--- src/rtl/io_timer.sv ---
// io_timer: prescaled 16-bit down-counter with auto-reload, W1C pending flag and level interrupt on dma_io.
// The 8-bit prescaler is built only when IO_TIMER_PRESCALE_EN is defined; otherwise a tick occurs every enabled cycle.
module io_timer #(
   parameter logic [13:0] BASE = 14'h3C00
) (
   input  logic        clk,
   input  logic        rst,
   input  logic        dma_io_we,
   input  logic [15:2] dma_io_wadr,
   input  logic [15:0] dma_io_wdata,
   input  logic [15:2] dma_io_radr,
   input  logic [15:0] dma_io_rdata_in,
   output logic [15:0] dma_io_rdata,
   output logic        interrupt_0
);

   localparam int unsigned DW = 16;
   localparam int unsigned PW = 8;
   localparam int unsigned AW = 14;

   localparam logic [AW-1:0] ADR_CTRL   = BASE;
   localparam logic [AW-1:0] ADR_PRESC  = BASE + AW'(1);
   localparam logic [AW-1:0] ADR_RELOAD = BASE + AW'(2);
   localparam logic [AW-1:0] ADR_COUNT  = BASE + AW'(3);
   localparam logic [AW-1:0] ADR_STATUS = BASE + AW'(4);

   logic          en_q, en_n;
   logic          auto_q, auto_n;
   logic          ie_q, ie_n;
   logic          pend_q, pend_n;
   logic [DW-1:0] reload_q, reload_n;
   logic [DW-1:0] count_q, count_n;
   logic          hit_q;
   logic [DW-1:0] rdata_q;

   logic          wr_ctrl_c;
   logic          wr_reload_c;
   logic          wr_count_c;
   logic          wr_status_c;
   logic          start_c;
   logic          tick_c;
   logic          expire_c;
   logic [PW-1:0] prescale_rd_c;
   logic          rd_hit_c;
   logic [DW-1:0] rd_val_c;

   assign wr_ctrl_c   = dma_io_we && (dma_io_wadr == ADR_CTRL);
   assign wr_reload_c = dma_io_we && (dma_io_wadr == ADR_RELOAD);
   assign wr_count_c  = dma_io_we && (dma_io_wadr == ADR_COUNT);
   assign wr_status_c = dma_io_we && (dma_io_wadr == ADR_STATUS);

   // Only a 0->1 transition of EN (re)starts the count
   assign start_c  = wr_ctrl_c && dma_io_wdata[0] && !en_q;
   assign expire_c = tick_c && (count_q == '0);

`ifdef IO_TIMER_PRESCALE_EN
   logic          wr_presc_c;
   logic [PW-1:0] prescale_q, prescale_n;
   logic [PW-1:0] pcnt_q, pcnt_n;

   assign wr_presc_c    = dma_io_we && (dma_io_wadr == ADR_PRESC);
   assign tick_c        = en_q && (pcnt_q == prescale_q);
   assign prescale_rd_c = prescale_q;

   // Prescale counter wraps to 0 on the tick it produces; restart clears it
   always_comb begin
      prescale_n = prescale_q;
      pcnt_n     = pcnt_q;
      if (en_q) begin
         pcnt_n = tick_c ? '0 : pcnt_q + PW'(1);
      end
      if (wr_presc_c) begin
         prescale_n = dma_io_wdata[PW-1:0];
      end
      if (start_c) begin
         pcnt_n = '0;
      end
   end

   always_ff @(posedge clk or posedge rst) begin
      if (rst) begin
         prescale_q <= '0;
         pcnt_q     <= '0;
      end else begin
         prescale_q <= prescale_n;
         pcnt_q     <= pcnt_n;
      end
   end
`else
   assign tick_c        = en_q;
   assign prescale_rd_c = '0;
`endif

   // Register next-state; later assignments carry higher priority
   always_comb begin
      en_n     = en_q;
      auto_n   = auto_q;
      ie_n     = ie_q;
      pend_n   = pend_q;
      reload_n = reload_q;
      count_n  = count_q;

      if (wr_status_c && dma_io_wdata[0]) begin
         pend_n = 1'b0;
      end

      if (tick_c) begin
         if (!expire_c) begin
            count_n = count_q - DW'(1);
         end else begin
            pend_n = 1'b1;
            if (auto_q) begin
               count_n = reload_q;
            end else begin
               en_n    = 1'b0;
               count_n = '0;
            end
         end
      end

      if (wr_reload_c) begin
         reload_n = dma_io_wdata;
      end

      if (wr_ctrl_c) begin
         en_n   = dma_io_wdata[0];
         auto_n = dma_io_wdata[1];
         ie_n   = dma_io_wdata[2];
      end

      if (start_c) begin
         count_n = reload_q;
      end

      if (wr_count_c) begin
         count_n = dma_io_wdata;
      end
   end

   // Read decode, registered one cycle later
   always_comb begin
      rd_hit_c = 1'b1;
      rd_val_c = '0;
      case (dma_io_radr)
         ADR_CTRL:   rd_val_c = {13'b0, ie_q, auto_q, en_q};
         ADR_PRESC:  rd_val_c = {8'b0, prescale_rd_c};
         ADR_RELOAD: rd_val_c = reload_q;
         ADR_COUNT:  rd_val_c = count_q;
         ADR_STATUS: rd_val_c = {15'b0, pend_q};
         default:    rd_hit_c = 1'b0;
      endcase
   end

   always_ff @(posedge clk or posedge rst) begin
      if (rst) begin
         en_q        <= 1'b0;
         auto_q      <= 1'b0;
         ie_q        <= 1'b0;
         pend_q      <= 1'b0;
         reload_q    <= '0;
         count_q     <= '0;
         hit_q       <= 1'b0;
         rdata_q     <= '0;
         interrupt_0 <= 1'b0;
      end else begin
         en_q        <= en_n;
         auto_q      <= auto_n;
         ie_q        <= ie_n;
         pend_q      <= pend_n;
         reload_q    <= reload_n;
         count_q     <= count_n;
         hit_q       <= rd_hit_c;
         rdata_q     <= rd_val_c;
         interrupt_0 <= pend_q & ie_q;
      end
   end

   // Daisy chain: pass upstream data through unless this block was addressed
   assign dma_io_rdata = hit_q ? rdata_q : dma_io_rdata_in;

endmodule

--- config.mk ---
export PLATFORM = sky130hd
export DESIGN_NAME = io_timer
export DESIGN_NICKNAME = d
export VERILOG_FILES = /design/src/rtl/io_timer.sv
export SDC_FILE = /design/constraint.sdc
export NUM_CORES = 1
export LEC_CHECK = 0
export ABC_AREA = 1
export BUFFER_PORTS_ARGS = -buffer_cell sky130_fd_sc_hd__buf_2
export CAP_MARGIN = 20
export CORE_ASPECT_RATIO = 2
export CORE_MARGIN = 2
export CORE_UTILIZATION = 35
export CTS_BUF_LIST = sky130_fd_sc_hd__clkbuf_4
export DETAILED_ROUTE_END_ITERATION = 8
export GPL_TIMING_DRIVEN = 0
export PLACE_DENSITY_LB_ADDON = 0.08
export SKIP_LAST_GASP = 1
export SYNTH_ARGS = -nofsm -noshare
export SYNTH_HDL_FRONTEND = slang
export SYNTH_SLANG_ARGS = --single-unit
export TNS_END_PERCENT = 10
--- constraint.sdc ---
create_clock -name clk -period 3.35 [get_ports clk]
set_clock_uncertainty 0.15 [all_clocks]
set_input_delay 0.67 -clock clk [delete_from_list [all_inputs] [get_ports clk]]
set_output_delay 0.67 -clock clk [all_outputs]
set_load 0.02 [all_outputs]
==> flow_summary.rst, run 1 <==
.. list-table::
   :header-rows: 1

   * - Metric
     - Value
   * - Worst endpoint required time
     - 2.53 ns
   * - Number of post-CTS setup repair buffers
     - 0
   * - Power density cells
     - 541 mW/mm2
   * - Count of cells along the worst register-to-register path
     - 9
   * - Total iterations of the first detailed-routing run
     - 6
   * - Post-Synthesis Net Count
     - 558
   * - Arrival time worst endpoint
     - 1.90 ns
   * - Yosys cell types
     - 31
   * - Worst relative slew slack
     - 57.2%
   * - Wire length of the first global-routing pass
     - 17,000 um
   * - Chip Width
     - 75.2 um
   * - Crit start category
     - register
   * - CTS tree
     - yes
   * - Clock-pin slew on the worst setup and hold paths
     - 0.16 ns
   * - Area growth from synthesis to layout
     - 18.4%
   * - Mapped cell area
     - 0.00355 mm2
   * - Worst R2R Start
     - count_q[0]
   * - Type of element capturing the critical path
     - primary output
   * - Worst hold path class
     - input pin to asynchronous set/reset pin
   * - Max Slew Vio Count
     - 0
   * - Row Count
     - 52
   * - Cell occurring most often along the worst timing path
     - sky130_fd_sc_hd__buf_2
   * - CP Launch Point
     - hit_q
   * - Number of DRC violations after detailed routing
     - 0
   * - Total grt overflow
     - 0
   * - Cell count after synthesis
     - 494
   * - Max Freq
     - 367 MHz
   * - Final period demand of the worst path
     - 2.72 ns
   * - Run status
     - finished clean
   * - Yosys warning total
     - 0
   * - R2R Path End
     - count_q[3]
   * - Cell type group with the largest total delay on the critical path
     - buffers and inverters
   * - Wirelength, routed
     - 10,500 um
   * - Largest fanout of any net on the critical path
     - 10
   * - Number of vias in the routed layout
     - 3,496
   * - Core region area
     - 0.0100 mm2
   * - Die Y-Extent
     - 146 um
   * - Leakage power
     - 2.18 nW
   * - Tcrit/Tclk final
     - 81.3%
   * - Critical path depth
     - 4
   * - Final setup violation count
     - 0
   * - CP Capture Point
     - dma_io_rdata[13]
   * - Via count of the first global-routing pass
     - 3,513
   * - CP peak stage delay
     - 0.36 ns
   * - Initial cell density of the core
     - 35.4%
   * - Global-route total usage across every layer
     - 20.1%
   * - Sequence of cells on the critical path
     - clkbuf_1 -> buf_2 -> mux2_2 -> buf_2
   * - Antenna Nets Post-Route
     - 0
   * - Overall die area
     - 0.0110 mm2
   * - Regs by FF count
     - count_q x16, rdata_q x16, reload_q x16
   * - Number of hold violations in the final report
     - 0
   * - Antenna violations before repair
     - 1
   * - IO Port Bufs
     - 78
   * - Post-synthesis sequential element count
     - 54
   * - Post-DP HPWL
     - 8760 um
   * - Syn Area/Cell
     - 7.19 um2
   * - Bufs on Longest Clock Path
     - 2
   * - Number of H-tree levels
     - 2
   * - Number of primary I/O pins
     - 80
   * - Bufs and invs on worst path
     - 3
   * - Placer's final routability congestion estimate
     - 0.919
   * - Setup CP Type
     - register to primary output
   * - Fin Setup TNS
     - 0 ns
   * - Fraction of layout cells with a size suffix above 1
     - 24.0%
   * - Average via count per standard cell
     - 4.88
   * - Number of buffers inserted by hold repair at cts
     - 0
   * - Number of fill cells in the layout
     - 1,160
   * - Layout Cell Area excl Fill
     - 0.00420 mm2
   * - Reg2Reg Setup Slack
     - 1.18 ns
   * - VDD IR max
     - 0.285 mV
   * - Max-cap check violation count
     - 0
   * - Transition time at the pin with the least slew margin
     - 0.641 ns
   * - Setup repair after global routing missed its margin
     - false
   * - Source-to-sink clock delay at the later pin of the worst-skew pair
     - 0.40 ns
   * - Master cell of the clock root buffer
     - sky130_fd_sc_hd__clkbuf_4
   * - Largest net degree at the start of global routing
     - 29
   * - Total number of clock tree sinks
     - 54
   * - Clock buffers created by TritonCTS
     - 5
   * - Post-detailed-route wirelength per cell
     - 14.7 um
   * - Post-cts gate resize count
     - 0
   * - DRT iter0 DRCs
     - 181
   * - Slowest library cell on the worst path
     - sky130_fd_sc_hd__mux2_2
   * - Instance area after placement
     - 0.00413 mm2
   * - Sequential share of the synthesized area
     - 38.1%
   * - Final nets
     - 644
==> metal layers <==
layer	vias up	GRT usage (%)	wire (um)
li1	1781	-	-
met1	1610	21.0	4050
met2	96	39.7	5890
met3	9	2.00	356
met4	0	5.53	200
met5	-	0	0
==> logic make-up after synthesis <==
group	share of synthesized area, %
and+or+nand+nor	37.2
buffers and inverters	10.1
DFF	38.1
AOI/OAI and AO/OA	8.14
muxes	5.71
xor gates and xnor gates	0.493
adders and majority gates	0.352
==> synthesized netlist by cell type (all sizes together) <==
cell type  instances  area share (%)
a21oi             14             2.0
and3               1            0.18
buf               11             1.8
clkbuf             6            0.92
dfrtp             54              38
ha                 1            0.35
inv               69             7.4
mux2              18             5.7
nand2            145              16
nand3             53             8.2
nand4             27             5.2
nor2              50             6.8
nor3               2            0.42
nor4               2            0.78
o211ai             2            0.42
o21ai             24             3.4
o22ai             12             2.1
o41ai              1            0.25
xor2               2            0.49
==> layout make-up <==
cell class,count,area [um2],share of cell area (%)
Sequential cell,54,1350,32.1
Antenna cell,1,2.50,0.0595
Timing Repair Buffer,79,410,9.76
Tap cell,135,169,4.02
Multi-Input combinational cell,354,1840,43.8
Inverter,69,262,6.22
Clock buffer,5,37.5,0.893
Clock inverter,2,33.8,0.804
Buffer,17,96.3,2.29
==> metrics by stage <==
step	hold WS [ns]	util, %	setup slack [ns]	total power [W]	std cells
3_5_place_dp	0.349	41.2	0.992	0.00192	708
4_1_cts	0.203	41.9	0.560	0.00229	715
6_report	0.182	42.0	0.628	0.00227	716
2_1_floorplan	0.300	-	1.22	0.00163	494
3_3_place_gp	0.327	41.0	0.446	0.00190	707
5_1_grt	0.231	42.0	0.483	0.00247	716
==> worst min-delay path by stage <==
stage / slack (ns) / to
floorplan: 0.30 / interrupt_0
global route: 0.23 / auto_q
detailed placement: 0.35 / reload_q[2]
CTS: 0.20 / rdata_q[13]
finish: 0.18 / ie_q
global placement: 0.33 / reload_q[2]
==> worst register-to-register path, cell delays in order, from the launching register on <==
cell and delay [ns]:
sky130_fd_sc_hd__dfrtp_1 0.43, sky130_fd_sc_hd__inv_1 0.12, sky130_fd_sc_hd__ha_1 0.29, sky130_fd_sc_hd__nand2_2 0.14, sky130_fd_sc_hd__nor2_4 0.22, sky130_fd_sc_hd__nand3_2 0.25
sky130_fd_sc_hd__o21ai_0 0.16, sky130_fd_sc_hd__nand3_1 0.12, sky130_fd_sc_hd__nand3_1 0.11, sky130_fd_sc_hd__nand3_1 0.07
==> power by group <==
group	total, W	internal (W)	switching, W	leakage, nW
sequential	0.000876	0.000746	0.000130	0.723
combinational	0.00103	0.000363	0.000671	1.42
clock	0.000362	0.000151	0.000211	0.0387
==> cells in the final DEF (no fill, tap or decap), drive strengths merged <==
cell,netlist,layout
a21oi,14,14
xor2,2,2
clkinv,0,1
nand3,53,53
diode,0,1
nand2,145,145
ha,1,1
o41ai,1,1
o21ai,24,24
nor4,2,2
mux2,18,18
o211ai,2,2
and3,1,1
clkbuf,6,11
inv,69,69
bufinv,0,1
nor3,2,2
nand4,27,27
nor2,50,50
buf,11,90
dfrtp,54,54
o22ai,12,12
(Power assumes the default switching activity.)
==> run 2: changes to the inputs <==
clock period = 2.5 ns   (was 3.35 ns; I/O delays follow)
==> run 2 against run 1 <==
Net effect:
- via count is 0.11% higher
- combinational power rose by 35%
- clock-buffer cell count stayed put
- utilization about the same
- non-clock buffer count is 1 lower
- worst setup slack got worse by 0.44 ns
- wire length shrank 0.36%
- power is 34% higher
- first-iteration DRC count is 3.3% lower
- sequential share of layout area about the same
==> flow_summary.rst, run 2 (synthesized netlist as in run 1, its figures left out) <==
.. list-table::
   :header-rows: 1

   * - Metric
     - Value
   * - IO Port Bufs
     - 78 (unchanged)
   * - Transition time at the pin with the least slew margin
     - 0.636 ns (was 0.641 ns)
   * - Worst endpoint required time
     - 1.85 ns (was 2.53 ns)
   * - Area growth from synthesis to layout
     - 18.3% (was 18.4%)
   * - Pre-CTS setup slack
     - 0.312 ns (was 0.992 ns)
   * - R2R Path End
     - count_q[3] (unchanged)
   * - Post-detailed-route wirelength per cell
     - 14.6 um (was 14.7 um)
   * - Number of post-CTS setup repair buffers
     - 0 (unchanged)
   * - Row Count
     - 52 (unchanged)
   * - Global-route total usage across every layer
     - 20.1% (about the same)
   * - Bufs and invs on worst path
     - 2 (was 3)
   * - Worst path setup slack after routing
     - 0.186 ns (was 0.628 ns)
   * - Total number of clock tree sinks
     - 54 (unchanged)
   * - Placer's final routability congestion estimate
     - 0.919 (unchanged)
   * - Max Slew Vio Count
     - 0 (unchanged)
   * - Dpl cells
     - 708 (unchanged)
   * - Leakage power
     - 2.17 nW (was 2.18 nW)
   * - Non-filler cells in the finished layout
     - 715 (was 716)
   * - Share of total power in combinational logic
     - 45.5% (about the same)
   * - Worst hold path class
     - input pin to asynchronous set/reset pin (unchanged)
   * - Power dissipated by switching net loads
     - 0.00136 W (was 0.00101 W)
   * - Via count of the first global-routing pass
     - 3,503 (was 3,513)
   * - Number of fill cells in the layout
     - 1,158 (was 1,160)
   * - Bufs on Longest Clock Path
     - 2 (unchanged)
   * - Setup repair after global routing missed its margin
     - false (unchanged)
   * - Master cell of the clock root buffer
     - sky130_fd_sc_hd__clkbuf_4 (unchanged)
   * - DRT iter0 DRCs
     - 175 (was 181)
   * - Number of primary I/O pins
     - 80 (unchanged)
   * - Core region area
     - 0.0100 mm2 (unchanged)
   * - Core utilization of the finished layout
     - 41.9% (was 42.0%)
   * - VDD IR max
     - 0.381 mV (was 0.285 mV)
   * - Overall die area
     - 0.0110 mm2 (unchanged)
   * - Sequence of cells on the critical path
     - buf_2 -> mux2_2 -> buf_2 (was clkbuf_1 -> buf_2 -> mux2_2 -> buf_2)
   * - Cell type group with the largest total delay on the critical path
     - flip-flops (was buffers and inverters)
   * - Power density cells
     - 725 mW/mm2 (was 541 mW/mm2)
   * - Hold_ws
     - 0.0112 ns (was 0.182 ns)
   * - Post-DP HPWL
     - 8760 um (unchanged)
   * - Source-to-sink clock delay at the later pin of the worst-skew pair
     - 0.40 ns (about the same)
   * - Max Freq
     - 432 MHz
   * - Final setup violation count
     - 0 (unchanged)
   * - Fraction of layout cells with a size suffix above 1
     - 24.2% (was 24.0%)
   * - CP peak stage delay
     - 0.48 ns (was 0.36 ns)
   * - Leading cell types in the layout, fill and taps excluded
     - 142 x sky130_fd_sc_hd__nand2_1, 87 x sky130_fd_sc_hd__buf_2, 67 x sky130_fd_sc_hd__inv_1, 53 x sky130_fd_sc_hd__dfrtp_1, 49 x sky130_fd_sc_hd__nand3_1 (was 142 x sky130_fd_sc_hd__nand2_1, 87 x sky130_fd_sc_hd__buf_2, 67 x sky130_fd_sc_hd__inv_1, 54 x sky130_fd_sc_hd__dfrtp_1, 49 x sky130_fd_sc_hd__nand3_1)
   * - Total grt overflow
     - 0 (unchanged)
   * - Crit start category
     - register (unchanged)
   * - Max-cap check violation count
     - 0 (unchanged)
   * - Clock buffers created by TritonCTS
     - 5 (unchanged)
   * - Total iterations of the first detailed-routing run
     - 4 (was 6)
   * - Initial cell density of the core
     - 35.4% (unchanged)
   * - Setup CP Type
     - register to primary output (unchanged)
   * - Share of power burned in registers
     - 38.5% (was 38.6%)
   * - Cell occurring most often along the worst timing path
     - sky130_fd_sc_hd__buf_2 (unchanged)
   * - Largest fanout of any net on the critical path
     - 10 (unchanged)
   * - CTS tree
     - yes (unchanged)
   * - Run status
     - finished clean (unchanged)
   * - Number of H-tree levels
     - 2 (unchanged)
   * - Internal power summed over all cells
     - 0.00169 W (was 0.00126 W)
   * - Final period demand of the worst path
     - 2.31 ns
   * - Reg2Reg Setup Slack
     - 0.34 ns (was 1.18 ns)
   * - Clock-pin slew on the worst setup and hold paths
     - 0.16 ns (about the same)
   * - Antenna Nets Post-Route
     - 0 (unchanged)
   * - Chip Width
     - 75.2 um (unchanged)
   * - Arrival time worst endpoint
     - 1.66 ns (was 1.90 ns)
   * - Antenna violations before repair
     - 1 (unchanged)
   * - Tcrit/Tclk final
     - 92.6%
   * - Final nets
     - 643 (was 644)
   * - Fin Setup TNS
     - 0 ns (unchanged)
   * - Most frequent standard cell in the layout excluding fill and tap cells
     - sky130_fd_sc_hd__nand2_1 (unchanged)
   * - Slowest library cell on the worst path
     - sky130_fd_sc_hd__dfrtp_2 (was sky130_fd_sc_hd__mux2_2)
   * - Worst R2R Start
     - count_q[0] (unchanged)
   * - Average via count per standard cell
     - 4.90 (was 4.88)
   * - Number of hold violations in the final report
     - 0 (unchanged)
   * - Count of cells along the worst register-to-register path
     - 9 (unchanged)
   * - Type of element capturing the critical path
     - primary output (unchanged)
   * - Worst relative slew slack
     - 57.6% (was 57.2%)
   * - Switch share
     - 44.6% (about the same)
   * - Regs by FF count
     - count_q x16, rdata_q x16, reload_q x16 (unchanged)
   * - Wirelength, routed
     - 10,500 um (about the same)
   * - Wire length of the first global-routing pass
     - 17,000 um (about the same)
   * - Die Y-Extent
     - 146 um (unchanged)
   * - Largest net degree at the start of global routing
     - 29 (unchanged)
   * - Number of DRC violations after detailed routing
     - 0 (unchanged)
   * - Number of vias in the routed layout
     - 3,500 (was 3,496)
   * - Clock share of power
     - 15.9% (about the same)
run 2: timing repair:
item	CTS	global route
hold endpoints to repair	0	0
setup endpoints to repair	10	10
hold buffers	0	0
gates resized for setup	0	1
run 2: worst max path at each step:
stage / cells after the start / from / endpoint / slack (ns)
6_report: 3 / hit_q / dma_io_rdata[13] / 0.19
5_1_grt: 3 / hit_q / dma_io_rdata[8] / 0.08
4_1_cts: 3 / hit_q / dma_io_rdata[8] / 0.04
3_5_place_dp: 12 / dma_io_wadr[9] / count_q[1] / 0.31
3_3_place_gp: 2 / rst / pend_q / -0.23
2_1_floorplan: 1 / rst / auto_q / 0.54
run 2: through the flow:
stage	power, W	area [um2]
5_1_grt	0.00331	4200
4_1_cts	0.00307	4200
2_1_floorplan	0.00218	3550
3_5_place_dp	0.00257	4130
6_report	0.00305	4200
3_3_place_gp	0.00254	4110
run 2: area by class of cell:
cell class	instances	area, um2	share of cell area (%)
repair buffers	79	410	9.77
diodes	1	2.50	0.0596
multi-input cells	354	1840	43.8
clock inverters	2	33.8	0.804
inverters	69	262	6.22
flip-flops and latches	54	1350	32.2
clock buffers	5	37.5	0.893
plain buffers	16	92.6	2.20
well taps	135	169	4.02
run 2: metal layers:
| metal | wire length (um) | track usage, % | vias up |
|---|---|---|---|
| met1 | 4000 | 21.0 | 1605 |
| met3 | 381 | 2.00 | 11 |
| met5 | 0 | 0 | - |
| li1 | - | - | 1779 |
| met2 | 5870 | 39.7 | 105 |
| met4 | 200 | 5.53 | 0 |
run 2: power by group through the flow:
| stage | Clock (W) | Combinational [W] | Sequential (W) |
|---|---|---|---|
| after global routing | 0.000536 | 0.00158 | 0.00119 |
| after floorplan | 0 | 0.00106 | 0.00113 |
| final | 0.000485 | 0.00139 | 0.00117 |
| after global placement | 0 | 0.00136 | 0.00118 |
| after detailed placement | 0 | 0.00138 | 0.00119 |
| after CTS | 0.000506 | 0.00139 | 0.00117 |
==> run 3: changes to the inputs <==
PLACE_DENSITY = 0.55   (was default)
PLACE_DENSITY_LB_ADDON = default   (was 0.08)
==> run 3 against run 2 <==
Net effect:
- worst setup slack got worse by 0.0033 ns
- via count barely moved
- sequential power about the same
- highest routed layer unchanged
- final cell count increased by 0.28%
- clock power shrank 9.7%
- power is 1.8% lower
- largest cell class unchanged
- utilization about the same
==> flow_summary.rst, run 3 (synthesized netlist as in run 1, its figures left out) <==
.. list-table::
   :header-rows: 1

   * - Metric
     - Value
   * - Run status
     - finished clean (unchanged)
   * - Chip Width
     - 75.2 um (unchanged)
   * - Hold_ws
     - 0.167 ns (was 0.0112 ns)
   * - Cell occurring most often along the worst timing path
     - sky130_fd_sc_hd__buf_2 (unchanged)
   * - Type of element capturing the critical path
     - primary output (unchanged)
   * - Average via count per standard cell
     - 4.88 (was 4.90)
   * - Tcrit/Tclk final
     - 92.7% (was 92.6%)
   * - Wirelength, routed
     - 10,500 um (about the same)
   * - Setup repair after global routing missed its margin
     - false (unchanged)
   * - Transition time at the pin with the least slew margin
     - 0.660 ns (was 0.636 ns)
   * - Max-cap check violation count
     - 0 (unchanged)
   * - Fin Setup TNS
     - 0 ns (unchanged)
   * - Share of power burned in registers
     - 39.2% (was 38.5%)
   * - Final nets
     - 644 (was 643)
   * - Die Y-Extent
     - 146 um (unchanged)
   * - Worst endpoint required time
     - 1.85 ns (about the same)
   * - Arrival time worst endpoint
     - 1.67 ns (was 1.66 ns)
   * - Leading cell types in the layout, fill and taps excluded
     - 142 x sky130_fd_sc_hd__nand2_1, 87 x sky130_fd_sc_hd__buf_2, 67 x sky130_fd_sc_hd__inv_1, 53 x sky130_fd_sc_hd__dfrtp_1, 49 x sky130_fd_sc_hd__nand3_1 (unchanged)
   * - Most frequent standard cell in the layout excluding fill and tap cells
     - sky130_fd_sc_hd__nand2_1 (unchanged)
   * - Overall die area
     - 0.0110 mm2 (unchanged)
   * - Final setup violation count
     - 0 (unchanged)
   * - Total grt overflow
     - 0 (unchanged)
   * - Launch instance of the worst min-delay path
     - dma_io_wdata[2]
   * - Total iterations of the first detailed-routing run
     - 5 (was 4)
   * - Number of hold violations in the final report
     - 0 (unchanged)
   * - Setup CP Type
     - register to primary output (unchanged)
   * - Power density cells
     - 712 mW/mm2 (was 725 mW/mm2)
   * - Regs by FF count
     - count_q x16, rdata_q x16, reload_q x16 (unchanged)
   * - Max Freq
     - 432 MHz (about the same)
   * - Fraction of layout cells with a size suffix above 1
     - 24.4% (was 24.2%)
   * - Slowest library cell on the worst path
     - sky130_fd_sc_hd__dfrtp_2 (unchanged)
   * - Row Count
     - 52 (unchanged)
   * - Number of post-CTS setup repair buffers
     - 0 (unchanged)
   * - Clock share of power
     - 14.6% (was 15.9%)
   * - Core utilization of the finished layout
     - 41.9% (about the same)
   * - Post-detailed-route wirelength per cell
     - 14.6 um (about the same)
   * - Worst R2R Start
     - count_q[0] (unchanged)
   * - Number of DRC violations after detailed routing
     - 0 (unchanged)
   * - Leakage power
     - 2.18 nW (was 2.17 nW)
   * - Bufs and invs on worst path
     - 2 (unchanged)
   * - Cell type group with the largest total delay on the critical path
     - flip-flops (unchanged)
   * - Total design power
     - 0.00299 W (was 0.00305 W)
   * - WL met2
     - 6080 um (was 5870 um)
   * - Global-route total usage across every layer
     - 20.0% (was 20.1%)
   * - Final period demand of the worst path
     - 2.32 ns (was 2.31 ns)
   * - Number of primary I/O pins
     - 80 (unchanged)
   * - Clock-pin slew on the worst setup and hold paths
     - 0.17 ns (was 0.16 ns)
   * - Share of total power in combinational logic
     - 46.2% (was 45.5%)
   * - Worst relative slew slack
     - 56.0% (was 57.6%)
   * - CP peak stage delay
     - 0.47 ns (was 0.48 ns)
   * - Antenna Nets Post-Route
     - 0 (unchanged)
   * - Power dissipated by switching net loads
     - 0.00138 W (was 0.00136 W)
   * - Wire length of the first global-routing pass
     - 17,000 um (about the same)
   * - Met1 WL
     - 3850 um (was 4000 um)
   * - Uppermost signal routing layer after detailed routing
     - met4 (unchanged)
   * - Via count of the first global-routing pass
     - 3,560 (was 3,503)
   * - Source-to-sink clock delay at the later pin of the worst-skew pair
     - 0.42 ns (was 0.40 ns)
   * - Switch share
     - 46.1% (was 44.6%)
   * - Largest net degree at the start of global routing
     - 35 (was 29)
   * - Core region area
     - 0.0100 mm2 (unchanged)
   * - Total number of clock tree sinks
     - 54 (unchanged)
   * - Sum of met3 wire segment lengths after detailed routing
     - 354 um (was 381 um)
   * - Worst hold path class
     - input pin to register (was input pin to asynchronous set/reset pin)
   * - Reg2Reg Setup Slack
     - 0.31 ns (was 0.34 ns)
   * - Placer's final routability congestion estimate
     - 0.886 (was 0.919)
   * - IO Port Bufs
     - 78 (unchanged)
   * - Bufs on Longest Clock Path
     - 2 (unchanged)
   * - Internal power summed over all cells
     - 0.00161 W (was 0.00169 W)
   * - Post-DP HPWL
     - 8650 um (was 8760 um)
   * - Max Slew Vio Count
     - 0 (unchanged)
   * - Sequence of cells on the critical path
     - buf_2 -> mux2_2 -> buf_2 (unchanged)
   * - Number of vias in the routed layout
     - 3,498 (was 3,500)
   * - Pre-CTS setup slack
     - 0.296 ns (was 0.312 ns)
   * - Worst path setup slack after routing
     - 0.183 ns (was 0.186 ns)
   * - Area growth from synthesis to layout
     - 18.4% (was 18.3%)
   * - Number of fill cells in the layout
     - 1,127 (was 1,158)
   * - Clock buffers created by TritonCTS
     - 5 (unchanged)
   * - Crit start category
     - register (unchanged)
   * - Antenna violations before repair
     - 1 (unchanged)
   * - DRT iter0 DRCs
     - 215 (was 175)
   * - Largest fanout of any net on the critical path
     - 10 (unchanged)
   * - Initial cell density of the core
     - 35.4% (unchanged)
   * - VDD IR max
     - 0.247 mV (was 0.381 mV)
   * - Master cell of the clock root buffer
     - sky130_fd_sc_hd__clkbuf_4 (unchanged)
   * - Number of H-tree levels
     - 2 (unchanged)
   * - CP Launch Point
     - hit_q (unchanged)
   * - CTS tree
     - yes (unchanged)
==> run 3: worst reg2reg max path, delay by kind of cell, from the launching register on <==
family | cells | cell delay [ns]
simple gates | 8 | 1.02
flops | 1 | 0.44
fa+ha+maj | 1 | 0.29
buf+inv | 1 | 0.14
compound gates | 1 | 0.06
==> run 3: final timing paths <==
kind	end	cells past startpoint
setup / recovery	dma_io_rdata[8]	3
hold / removal	count_q[2]	3
setup reg to reg	count_q[5]	11
hold reg to reg	reload_q[2]	2
max in group asynchronous	hit_q	4
min in group asynchronous	count_q[14]	3
==> run 3: metrics by stage <==
stage,cell area [um2],cells
2_1_floorplan,3550,494
3_3_place_gp,4110,707
3_5_place_dp,4130,708
4_1_cts,4200,716
5_1_grt,4200,717
6_report,4200,717
==> run 3: timing repair <==
action,CTS,global route
hold endpoints to repair,20,0
hold buffers,1,0
endpoints found under the setup margin,10,5
gates resized for setup,0,1
==> run 3: area by class of cell <==
cell class / count / area, um2 / area share [%]
repair buffers: 80 / 420 / 10.0
flip-flops and latches: 54 / 1350 / 32.2
inverters: 69 / 262 / 6.22
clock inverters: 2 / 17.5 / 0.417
plain buffers: 16 / 92.6 / 2.20
diodes: 1 / 2.50 / 0.0595
well taps: 135 / 169 / 4.02
multi-input cells: 354 / 1840 / 43.8
clock buffers: 6 / 45.0 / 1.07
==> run 3: metal layers <==
layer	track usage (%)	vias to the layer above
met2	40.7	105
met1	19.9	1601
met3	1.59	10
met4	5.88	0
li1	-	1782
met5	0	-
==> run 3: power groups by stage <==
stage / logic, W / registers (W) / clock network, W
2_1_floorplan: 0.00106 / 0.00113 / 0
3_3_place_gp: 0.00136 / 0.00118 / 0
3_5_place_dp: 0.00137 / 0.00118 / 0
4_1_cts: 0.00138 / 0.00117 / 0.000457
5_1_grt: 0.00159 / 0.00119 / 0.000475
6_report: 0.00138 / 0.00117 / 0.000438
